$ cat src/rtl/block_put.sv
// block_put: write-back stage that scatters a JxK result block into a
// row-major result matrix memory, clipping elements outside the matrix.
// Overwrite mode writes each element; accumulate mode does read-modify-write.
module block_put #(
    parameter int J      = 2,
    parameter int K      = 2,
    parameter int DATA_W = 16,
    parameter int ADDR_W = 10
) (
    input  logic                           clk,
    input  logic                           rst,
    input  logic                           start,
    input  logic                           accumulate,
    input  logic [9:0]                     start_row,
    input  logic [9:0]                     start_col,
    input  logic [9:0]                     num_cols,
    input  logic [9:0]                     matrix_len,
    input  logic [J*K-1:0][DATA_W-1:0]     block,
    output logic                           busy,
    output logic                           done,
    output logic [ADDR_W-1:0]              mem_addr,
    output logic                           mem_we,
    output logic [DATA_W-1:0]              mem_wdata,
    output logic                           mem_re,
    input  logic [DATA_W-1:0]              mem_rdata
);

    localparam int IW = (J > 1) ? $clog2(J) : 1;
    localparam int KW = (K > 1) ? $clog2(K) : 1;
    localparam int NW = (J * K > 1) ? $clog2(J * K) : 1;

    // VISIT is a pure decision point: it is resolved combinationally into
    // SKIP, WR or RD, so the state register never actually holds it.
    typedef enum logic [2:0] {
        IDLE,
        VISIT,
        SKIP,
        WR,
        RD,
        WT,
        DONE
    } state_t;

    state_t state, next_state;

    logic [9:0]                 lat_row, lat_col, lat_cols, lat_len;
    logic                       lat_acc;
    logic [J*K-1:0][DATA_W-1:0] lat_block;

    logic [IW-1:0] i_idx, nxt_i;
    logic [KW-1:0] j_idx, nxt_j;
    logic [NW-1:0] n_idx, nxt_n;

    logic [9:0]                 src_row, src_col, src_cols, src_len, rows;
    logic                       src_acc;
    logic [J*K-1:0][DATA_W-1:0] src_block;
    logic [10:0]                row_sum, col_sum;
    logic                       in_range, last_elem, visit;
    logic [ADDR_W-1:0]          visit_addr;
    logic [DATA_W-1:0]          visit_elem;

    // Element 0 is dispatched on the start edge itself, so while idle the
    // dispatch logic looks at the live inputs instead of the latched copy.
    always_comb begin
        if (state == IDLE) begin
            src_row   = start_row;
            src_col   = start_col;
            src_cols  = num_cols;
            src_len   = matrix_len;
            src_acc   = accumulate;
            src_block = block;
        end else begin
            src_row   = lat_row;
            src_col   = lat_col;
            src_cols  = lat_cols;
            src_len   = lat_len;
            src_acc   = lat_acc;
            src_block = lat_block;
        end
    end

    // Row-major walk: pick the element that the next dispatch will visit.
    always_comb begin
        last_elem = (i_idx == IW'(J - 1)) && (j_idx == KW'(K - 1));
        nxt_i     = i_idx;
        nxt_j     = j_idx;
        nxt_n     = n_idx + 1'b1;
        if (state == IDLE) begin
            nxt_i = '0;
            nxt_j = '0;
            nxt_n = '0;
        end else if (j_idx == KW'(K - 1)) begin
            nxt_i = i_idx + 1'b1;
            nxt_j = '0;
        end else begin
            nxt_j = j_idx + 1'b1;
        end
    end

    // Range test and address for the element being dispatched; sums are
    // kept one bit wider so an origin near the top cannot wrap into range.
    always_comb begin
        rows       = (src_cols == 10'd0) ? 10'd0 : src_len / src_cols;
        row_sum    = {1'b0, src_row} + 11'(nxt_i);
        col_sum    = {1'b0, src_col} + 11'(nxt_j);
        in_range   = (row_sum < {1'b0, rows}) && (col_sum < {1'b0, src_cols});
        visit_addr = ADDR_W'(20'(row_sum) * 20'(src_cols) + 20'(col_sum));
        visit_elem = src_block[nxt_n];
    end

    // Next-state logic; any transition into VISIT is dispatched immediately.
    always_comb begin
        next_state = state;
        visit      = 1'b0;
        case (state)
            IDLE:     if (start) visit = 1'b1;
            SKIP, WR: if (last_elem) next_state = DONE;
                      else visit = 1'b1;
            RD:       next_state = WT;
            WT:       next_state = WR;
            DONE:     next_state = IDLE;
            VISIT:    visit = 1'b1;
            default:  next_state = IDLE;
        endcase
        if (visit) begin
            if (!in_range)    next_state = SKIP;
            else if (src_acc) next_state = RD;
            else              next_state = WR;
        end
    end

    // Snapshot every request input when a start is accepted.
    always_ff @(posedge clk or posedge rst) begin
        if (rst) begin
            lat_row   <= '0;
            lat_col   <= '0;
            lat_cols  <= '0;
            lat_len   <= '0;
            lat_acc   <= 1'b0;
            lat_block <= '0;
        end else if (state == IDLE && start) begin
            lat_row   <= start_row;
            lat_col   <= start_col;
            lat_cols  <= num_cols;
            lat_len   <= matrix_len;
            lat_acc   <= accumulate;
            lat_block <= block;
        end
    end

    // State, element index and registered memory/handshake outputs.
    always_ff @(posedge clk or posedge rst) begin
        if (rst) begin
            state     <= IDLE;
            i_idx     <= '0;
            j_idx     <= '0;
            n_idx     <= '0;
            busy      <= 1'b0;
            done      <= 1'b0;
            mem_we    <= 1'b0;
            mem_re    <= 1'b0;
            mem_addr  <= '0;
            mem_wdata <= '0;
        end else begin
            state  <= next_state;
            busy   <= (next_state != IDLE) && (next_state != DONE);
            done   <= (next_state == DONE);
            mem_we <= (next_state == WR);
            mem_re <= (next_state == RD);
            if (visit) begin
                i_idx    <= nxt_i;
                j_idx    <= nxt_j;
                n_idx    <= nxt_n;
                mem_addr <= visit_addr;
            end
            if (visit && next_state == WR) begin
                mem_wdata <= visit_elem;
            end else if (state == WT) begin
                mem_wdata <= mem_rdata + lat_block[n_idx];
            end
        end
    end

endmodule

$ cat config.mk
export PLATFORM = sky130hd
export DESIGN_NAME = block_put
export DESIGN_NICKNAME = d
export VERILOG_FILES = /design/src/rtl/block_put.sv
export SDC_FILE = /design/constraint.sdc
export NUM_CORES = 1
export LEC_CHECK = 0
export ABC_AREA = 1
export CORE_MARGIN = 4
export CORE_UTILIZATION = 45
export DETAILED_ROUTE_END_ITERATION = 7
export PLACE_DENSITY = 0.64
export SETUP_SLACK_MARGIN = 0.1
export SYNTH_ARGS = -nofsm -noshare
export SYNTH_HDL_FRONTEND = slang
export SYNTH_SLANG_ARGS = --single-unit
$ cat constraint.sdc
create_clock -name clk -period 17.75 [get_ports clk]
set_input_delay 1.775 -clock clk [delete_from_list [all_inputs] [get_ports clk]]
set_output_delay 1.775 -clock clk [all_outputs]
set_load 0.02 [all_outputs]
# After elaboration in Yosys (flattened, before gate mapping)
# Cells that the tools add are included.
[op_classes]
n_reduce_logical = 11
eq_ne = 9
bitwise = 0
shift = 0
magnitude_cmp = 4
addsub = 7
multipliers = 1
muxes = 26
div_mod_pow = 1
[op_table]
columns = ["operator", "count"]
rows = [
  ["binary-select mux 16 bit (select 2 bit)", 2],
  ["2-to-1 mux 16 bit", 4],
  ["2-to-1 mux 64 bit", 1],
  ["2-to-1 mux 10 bit", 5],
  ["adder 10 x 1 -> 11 bit", 2],
  ["< comparator 11 x 10 -> 1 bit", 2],
  ["adder 16 bit", 1],
  ["== test 3 bit, second input constant", 4],
  ["2-to-1 mux 3 bit", 4],
  ["one-hot mux 3 bit (4 select lines)", 1],
  ["multiplier 11 x 10 -> 10 bit", 1],
  ["adder 10 bit", 1],
  ["divider 10 x 10 -> 10 bit", 1],
  ["zero test 10 bit", 1],
  ["== test 3 x 2 -> 1 bit, second input constant", 3],
  ["2-to-1 mux 1 bit", 7],
  ["< comparator 2 x 3 -> 1 bit, second input constant", 2],
  ["logical AND 1 bit", 5],
  ["OR reduction 2 bit", 2],
  ["== test 3 x 1 -> 1 bit, second input constant", 1],
  ["zero test 3 bit", 1],
  ["inequality test 3 bit, second input constant", 1],
  ["one-hot mux 1 bit (3 select lines)", 1],
  ["nonzero test 3 bit", 1],
  ["4 further kinds", 5],
]
[totals]
ramBits = 0
latchBits = 0
rom_bits = 0
mem_count = 0
output_inout_bits = 30
inputBits = 124
register_bits = 142
wordCells = 78

# Logic depth before layout (Yosys ltp)
[depth]
word_depth = 11
mapped_depth = 112
mapped_depth_nobuf = 108

# Worst setup path after synthesis
# No wires, ideal clock.
[synth_timing]
kind = "input-to-reg"
start = "input port num_cols[4]"
end = "register mem_wdata[2]"
setup_time_ns = 0.124
n_path_buf = 3
path_stages = 105
arrival_time_ns = 14.232
setup_slack_ns = 3.394
t_required_ns = 17.626
cell_sequence = "inv_1 nand3_1 nand2_1 nand2_1 nor2_4 nand3_1 nand2_1 inv_1 ha_1 or3_1 nand2_1 inv_1 nand4_1 nand2_1 ha_1 a21o_1 nand3_1 nand2_1 [69 not listed] nand2_1 o21ai_1 ha_1 a21oi_1 nand3b_1 a21oi_1 nor2_1 nand2_1 nand3_1 nand2_1 nand2_1 nand2_1 and2_4 nand3_4 nand2_4 buf_6 o211ai_1 nand2_1"
[synth_between]
elab_chain_len = 10
elab_cells_between_ends = 13
cone_classes = "1 x div; 2 x order compare; 1 x eq/ne; 5 x mux; 4 x reduce/logical"
[synth_rtl]
columns = ["element", "line_no", "rtl"]
rows = [
  ["start: declaration", "16", "input logic [9:0] num_cols,"],
  ["2-to-1 mux 10 bit *", "65", "if (state == IDLE) begin"],
  ["divider 10 x 10 -> 10 bit / zero test 10 bit (equally long branches)", "103", "rows = (src_cols == 10'd0) ? 10'd0 : src_len / src_cols;"],
  ["2-to-1 mux 10 bit", "103", ""],
  ["< comparator 11 x 10 -> 1 bit", "106", "in_range = (row_sum < {1'b0, rows}) && (col_sum < {1'b0, src_cols});"],
  ["logical AND 1 bit *", "106", ""],
  ["2-to-1 mux 3 bit *", "126", "if (!in_range) next_state = SKIP;"],
  ["2-to-1 mux 3 bit *", "125", "if (visit) begin"],
  ["== test 3 x 2 -> 1 bit *", "176", "if (visit && next_state == WR) begin"],
  ["logical AND 1 bit *", "176", ""],
  ["2-to-1 mux 16 bit / nonzero test 2 bit (equally long branches)", "--", ""],
  ["end signal: assignment", "177", "mem_wdata <= visit_elem;"],
  ["end signal: assignment", "179", "mem_wdata <= mem_rdata + lat_block[n_idx];"],
  ["end: declaration", "23", "output logic [DATA_W-1:0] mem_wdata,"],
]
# Every way passes the cells marked *; elsewhere a longest branch is shown, timed or not.
# A chain may end at the register's enable or synchronous reset.

# Final worst setup path
[layout_timing]
start = "input port num_cols[8]"
end = "register mem_wdata[10]"
# The elaborated chain is that of the path after synthesis.

==> results.py <==
metrics = {
    "run_status": {
        "outcome": "completed",
    },
    "sta": {
        "fin_crit_ps": 15810,
        "max-slew-margin-rel_pct": 30.5,
        "clock.fmax_mhz": 63.2,
        "final.setup_skew_ps": 15.2,
        "report.final.hold_viol_count": 0,
        "unrepaired_setup_endpoints_after_global_routing": "false",
        "worst_pin_slew_ps": 1040,
        "final.period_utilization_pct": 89.1,
        "finalSetupViolCount": 0,
        "final.setup.tns_ps": 0,
        "maxSlewViolCount": 0,
    },
    "global_route": {
        "antenna_found_initial": 0,
        "vias_in_the_first_global_route": 12411,
        "globalRouteTotalUtil_pct": 25.6,
        "grt_max_degree": 78,
        "grt_pass1_wl_mm": 63.9,
        "globalRouteOverflowTotal": 0,
    },
    "setup_path": {
        "critPathLaunchType": "primary input",
        "critPathCaptureType": "register",
        "critPathMaxStageDelay_ps": 390,
        "worstPathMaxFanout": 17,
        "timing.critical_path.mode_cell": "sky130_fd_sc_hd__nand2_1",
        "crit_required_ps": 18100,
        "critPathSlowestCell": "sky130_fd_sc_hd__clkdlybuf4s50_1",
        "arrival_ps": 16170,
        "critical_path_class": "primary input to register",
    },
    "die": {
        "floorplan.core_area_mm2": 0.0280,
        "row_count": 61,
        "die_h_um": 177,
        "fp.dieW_um": 177,
        "io_pins": 154,
        "die_area_mm2": 0.0314,
        "floorplan.initialDensity_pct": 46.0,
    },
    "synth": {
        "synth_top_cells_by_count": "616 x sky130_fd_sc_hd__nand2_1, 231 x sky130_fd_sc_hd__inv_1, 144 x sky130_fd_sc_hd__o21ai_0",
        "synth.lib_cells_used.distinct": 51,
        "synth_warnings": 0,
        "most_frequent_cell_after_synthesis": "sky130_fd_sc_hd__nand2_1",
        "asyncSetResetFlopFracSynth_pct": 100,
        "synthesis.area_per_instance_um2": 6.90,
        "synth_edf_count": 0,
        "synth_top_flop_cell": "sky130_fd_sc_hd__dfrtp_1",
        "synthesis.instances": 1869,
        "cell_taking_the_most_area_after_synthesis": "sky130_fd_sc_hd__dfrtp_1",
        "netlist_top_cells_area": "sky130_fd_sc_hd__dfrtp_1 28%, sky130_fd_sc_hd__nand2_1 18%, sky130_fd_sc_hd__ha_1 12%, sky130_fd_sc_hd__inv_1 6.7%, sky130_fd_sc_hd__o21ai_0 5.6%",
        "synth_sequential_area_ratio_pct": 27.6,
        "synthesis.area_mm2": 0.0129,
        "synth_nets": 2143,
        "synth.ff_latch_count": 142,
        "synth_largest_type_area_fraction_pct": 27.6,
    },
    "drt": {
        "dr.pass1.iters": 6,
        "detail_route.drc_violations": 0,
        "vias_per_cell": 5.30,
        "via_count": 12659,
        "wirelength_mm": 40.0,
        "wirelength_per_cell_um": 16.8,
        "ant_nets": 0,
        "initialDrtViolationCount": 939,
    },
    "clock_tree": {
        "deepest_level_of_the_cts_h_tree": 4,
        "tritoncts": "yes",
        "tritoncts_buffers": 17,
        "clk_transition_reported_paths_ps": 70,
        "clkLatencyLatePin_ps": 440,
        "cts.sink_count": 142,
        "clk_root_buffer_cell": "sky130_fd_sc_hd__clkbuf_16",
        "cts.path.max_buffers": 2,
    },
    "layout": {
        "synthesis_to_layout_area_growth_pct": 19.3,
        "final_net_count": 2270,
        "multiInputGateArea_mm2": 0.00818,
        "post_route_cells_drive_above_1_share_pct": 5.33,
        "antenna_cells": 0,
        "register_area_mm2": 0.00355,
        "fillers": 2757,
        "final_cell_count_no_fill": 2387,
    },
    "placed_design": {
        "place_hpwl_mm": 29.9,
        "post-place-cells": 2353,
        "port_buffers": 153,
        "gpl.final_weighted_congestion": 0.909,
    },
    "job": {
        "max_cap_violations": 0,
    },
    "hold_path": {
        "path_category_of_the_worst_min_delay_check": "register to register",
    },
}
==> layout make-up <==
type | instances | share of cell area (%)
Clock buffer | 17 | 2.76
Clock inverter | 15 | 1.08
Inverter | 242 | 5.94
Tap cell | 378 | 3.07
Timing Repair Buffer | 170 | 10.9
Sequential cell | 142 | 23.1
Multi-Input combinational cell | 1423 | 53.2
==> metrics by stage <==
stage | util [%] | worst slack, ps | instance area (µm²) | hold WS, ps
final | 54.9 | 1940 | 15400 | 473
after global routing | 54.9 | 82.6 | 15400 | 510
after CTS | 54.7 | 1230 | 15300 | 480
after detailed placement | 52.6 | 851 | 14700 | 464
after global placement | 52.6 | 1360 | 14700 | 455
after floorplan | - | 3390 | 12900 | 441
==> final timing paths <==
kind / start / slack, ps / endpoint / depth (start not counted)
max reg2reg: state[2] / 2210 / mem_wdata[10] / 107
max in group asynchronous: rst / 14410 / n_idx[0] / 3
min in group asynchronous: rst / 1810 / lat_block[17] / 2
min: mem_addr[2] / 470 / mem_addr[2] / 2
min reg2reg: mem_addr[2] / 470 / mem_addr[2] / 2
max: num_cols[8] / 1940 / mem_wdata[10] / 106
==> layout by cell type (no fill, tap or decap), drive strengths merged, types with 17 or more instances in the layout <==
| master | instances |
|---|---|
| dfrtp | 142 |
| a21oi | 60 |
| ha | 119 |
| nand4 | 23 |
| nand2 | 621 |
| nor2 | 127 |
| nand3 | 96 |
| clkdlybuf4s50 | 153 |
| xor2 | 30 |
| o21ai | 182 |
| fa | 31 |
| buf | 17 |
| clkbuf | 17 |
| inv | 250 |
==> routing by layer <==
metal  share of wire [%]  vias up  GRT usage [%]
li1                    -     6307              -
met1                  41     5873           31.1
met2                  49      404           45.3
met3                 4.8       75           3.13
met4                 4.5        0           11.4
met5                   0        -              0
==> registers in the layout, summed over array words and instances (netlist names), 2 cells and up <==
name / count
state: 3
lat_cols: 10
lat_col: 10
n_idx: 2
mem_addr: 10
lat_len: 10
lat_row: 10
mem_wdata: 16
lat_block: 64
==> worst max-delay path, delay by kind of cell <==
kind | cells | cell delay, ps
AND/OR/NAND/NOR | 56 | 6160
buffers and inverters | 13 | 1430
AO/OA/AOI/OAI | 28 | 4010
adder cells (fa/ha/maj) | 9 | 2760
==> cells by family after synthesis <==
logic type	synth area share [%]
simple gates	29.0
flops	27.6
xor+xnor	3.06
compound gates	14.7
fa+ha+maj	16.4
buf+inv	9.35
==> repair_timing <==
action,in CTS,in global routing
endpoints found under the setup margin,0,22
hold buffers,0,0
resized for setup,0,7
buffers inserted,0,1
Power is not shown: default switching activity piles up to over one toggle a cycle in this logic, so the estimate is an artifact.
==> edit (config.mk and constraints unchanged) <==
Register the output `mem_we` once more, without a reset; this adds one clock of latency there. The other outputs are not delayed to match.
--- a/src/rtl/block_put.sv
+++ b/src/rtl/block_put.sv
@@ -40,6 +40,8 @@
         WT,
         DONE
     } state_t;
+
+    logic mem_we_s0;
 
     state_t state, next_state;
 
@@ -157,7 +159,7 @@
             n_idx     <= '0;
             busy      <= 1'b0;
             done      <= 1'b0;
-            mem_we    <= 1'b0;
+            mem_we_s0 <= 1'b0;
             mem_re    <= 1'b0;
             mem_addr  <= '0;
             mem_wdata <= '0;
@@ -165,7 +167,7 @@
             state  <= next_state;
             busy   <= (next_state != IDLE) && (next_state != DONE);
             done   <= (next_state == DONE);
-            mem_we <= (next_state == WR);
+            mem_we_s0 <= (next_state == WR);
             mem_re <= (next_state == RD);
             if (visit) begin
                 i_idx    <= nxt_i;
@@ -181,5 +183,9 @@
         end
     end
 
+    always_ff @(posedge clk) begin
+        mem_we <= mem_we_s0;
+    end
+
 endmodule
 
Behaviour: not the same (a bounded check fails within 4 cycles, from zero or initial values and one cycle with rst high).
==> edit against the original RTL <==
Via count decreased by 0.22%. Clock skew increased by 0.0029 ns. Critical endpoint is now mem_wdata[5]. First-iteration DRC count decreased by 19%. Non-clock buffer count decreased by 2. Setup slack got worse by 0.12 ns. Register-to-register slack got worse by 0.21 ns. Routed wire length decreased by 0.24%. Final area about the same. Synthesized cell count about the same. Sequential cell count increased by 1. Synthesized area increased by 0.16%.
Power is left out: the tool's default activity adds up to more than one toggle a clock period on the data nets, which glitch-free logic cannot reach.
==> edit: results (changes against the original RTL) <==
stage,metric,value,unit,change
run_status,outcome,"finished, final reports clean",,
logic_synthesis,Async SR Flop Fraction,0.993,,-0.00699
grt,largest net degree at the start of global routing,88,,+13%
cells_and_area,# diodes,0,,unchanged
timing,skew final,0.0181,ns,+0.00290 ns
cells_and_area,Final nets,2269,,-0.044%
worst_setup_path,"Data arrival, critical path",16.26,ns,+0.09 ns
place,pre-CTS setup slack,0.633,ns,-0.219 ns
grt,first-pass GRT wire length,63.4,mm,-0.89%
clock_tree,Skew-Pair Late Insertion Delay,0.45,ns,
logic_synthesis,"Seq/Total Area, Yosys",0.277,,+0.00112
place,Final HPWL DP,30.0,mm,+0.36%
worst_setup_path,CP peak stage delay,0.39,ns,about the same
place,Final GP Congestion,0.913,,+0.42%
detailed_routing,TritonRoute pass-1 iters,6,,unchanged
logic_synthesis,Netlist cell types,52,,+2.0%
logic_synthesis,commonest cells in the synthesized netlist,"616 x nand2_1, 231 x inv_1, 144 x o21ai_0",,
grt,vias in the first global route,12400,,-0.41%
logic_synthesis,yosys warns,0,,unchanged
grt,Total GRT Usage,0.254,,-0.00121
detailed_routing,Avg Vias per Cell,5.29,,-0.18%
logic_synthesis,most numerous cell in the Yosys netlist,nand2_1,,
detailed_routing,WL final,39.9,mm,-0.24%
place,DP Area,14700,sq um,about the same
detailed_routing,Vias,12600,,-0.22%
timing,max_slew headroom,0.332,,+0.0270
clock_tree,CTS root buf,clkbuf_16,,
logic_synthesis,post-synth net total,2144,,+0.047%
logic_synthesis,main area contributors after synthesis,"dfrtp_1 28%, nand2_1 18%, ha_1 12%",,
cells_and_area,fraction of layout cells with a size suffix above 1,0.0518,,-0.00147
logic_synthesis,syn_area_per_cell,6.91,sq um,+0.10%
detailed_routing,DRT iter0 DRCs,756,,-19%
place,dpl cells,2352,,-0.042%
-- edit: logic make-up after synthesis --
| group | synth area share |
|---|---|
| AOI/OAI and AO/OA | 0.147 |
| xor gates and xnor gates | 0.0305 |
| adders and majority gates | 0.163 |
| buffers and inverters | 0.0934 |
| DFF | 0.277 |
| and+or+nand+nor | 0.289 |
-- edit: worst paths after layout --
kind	start	slack, ns	endpoint	depth (start not counted)
worst max register to register	state[1]	2.00	mem_wdata[5]	108
worst max-delay path	num_cols[9]	1.81	mem_wdata[5]	108
min in group asynchronous	rst	1.87	lat_block[20]	2
worst min-delay path	mem_we_s0	0.34	mem_we	0
worst min register to register	mem_we_s0	0.34	mem_we	0
max in group asynchronous	rst	14.53	lat_col[4]	3
-- edit: worst register-to-register path, delay by kind of cell, from the launching register on --
| family | cells | cell delay [ns] |
|---|---|---|
| flops | 1 | 0.40 |
| buf+inv | 12 | 1.26 |
| compound gates | 32 | 4.22 |
| simple gates | 55 | 6.88 |
| fa+ha+maj | 9 | 2.82 |
-- edit: through the flow --
| stage | hold slack, ns | util |
|---|---|---|
| 2_1_floorplan | 0.324 | - |
| 3_3_place_gp | 0.329 | 0.525 |
| 4_1_cts | 0.348 | 0.546 |
| 5_1_grt | 0.364 | 0.548 |
| 3_5_place_dp | 0.334 | 0.525 |
| 6_report | 0.344 | 0.548 |
-- edit: final cells by class --
class	count	area, sq um
tap	378	473
clock inverter	14	143
clock buffer	18	439
timing repair buffer	168	1660
inverter	242	913
sequential	143	3570
multi-input combinational	1423	8180
fill	2776	12700
-- edit: routing by layer --
metal | track usage | up-vias | routed length [um]
met3 | 0.0352 | 98 | 1960
met5 | 0 | - | 0
met2 | 0.446 | 427 | 19700
met4 | 0.125 | 0 | 1960
met1 | 0.306 | 5812 | 16300
li1 | - | 6294 | -
-- edit: repair_timing --
| action | 4_1_cts | 5_1_grt |
|---|---|---|
| buffers inserted | 0 | 1 |
| resized for setup | 0 | 7 |
| setup endpoints to repair | 0 | 22 |
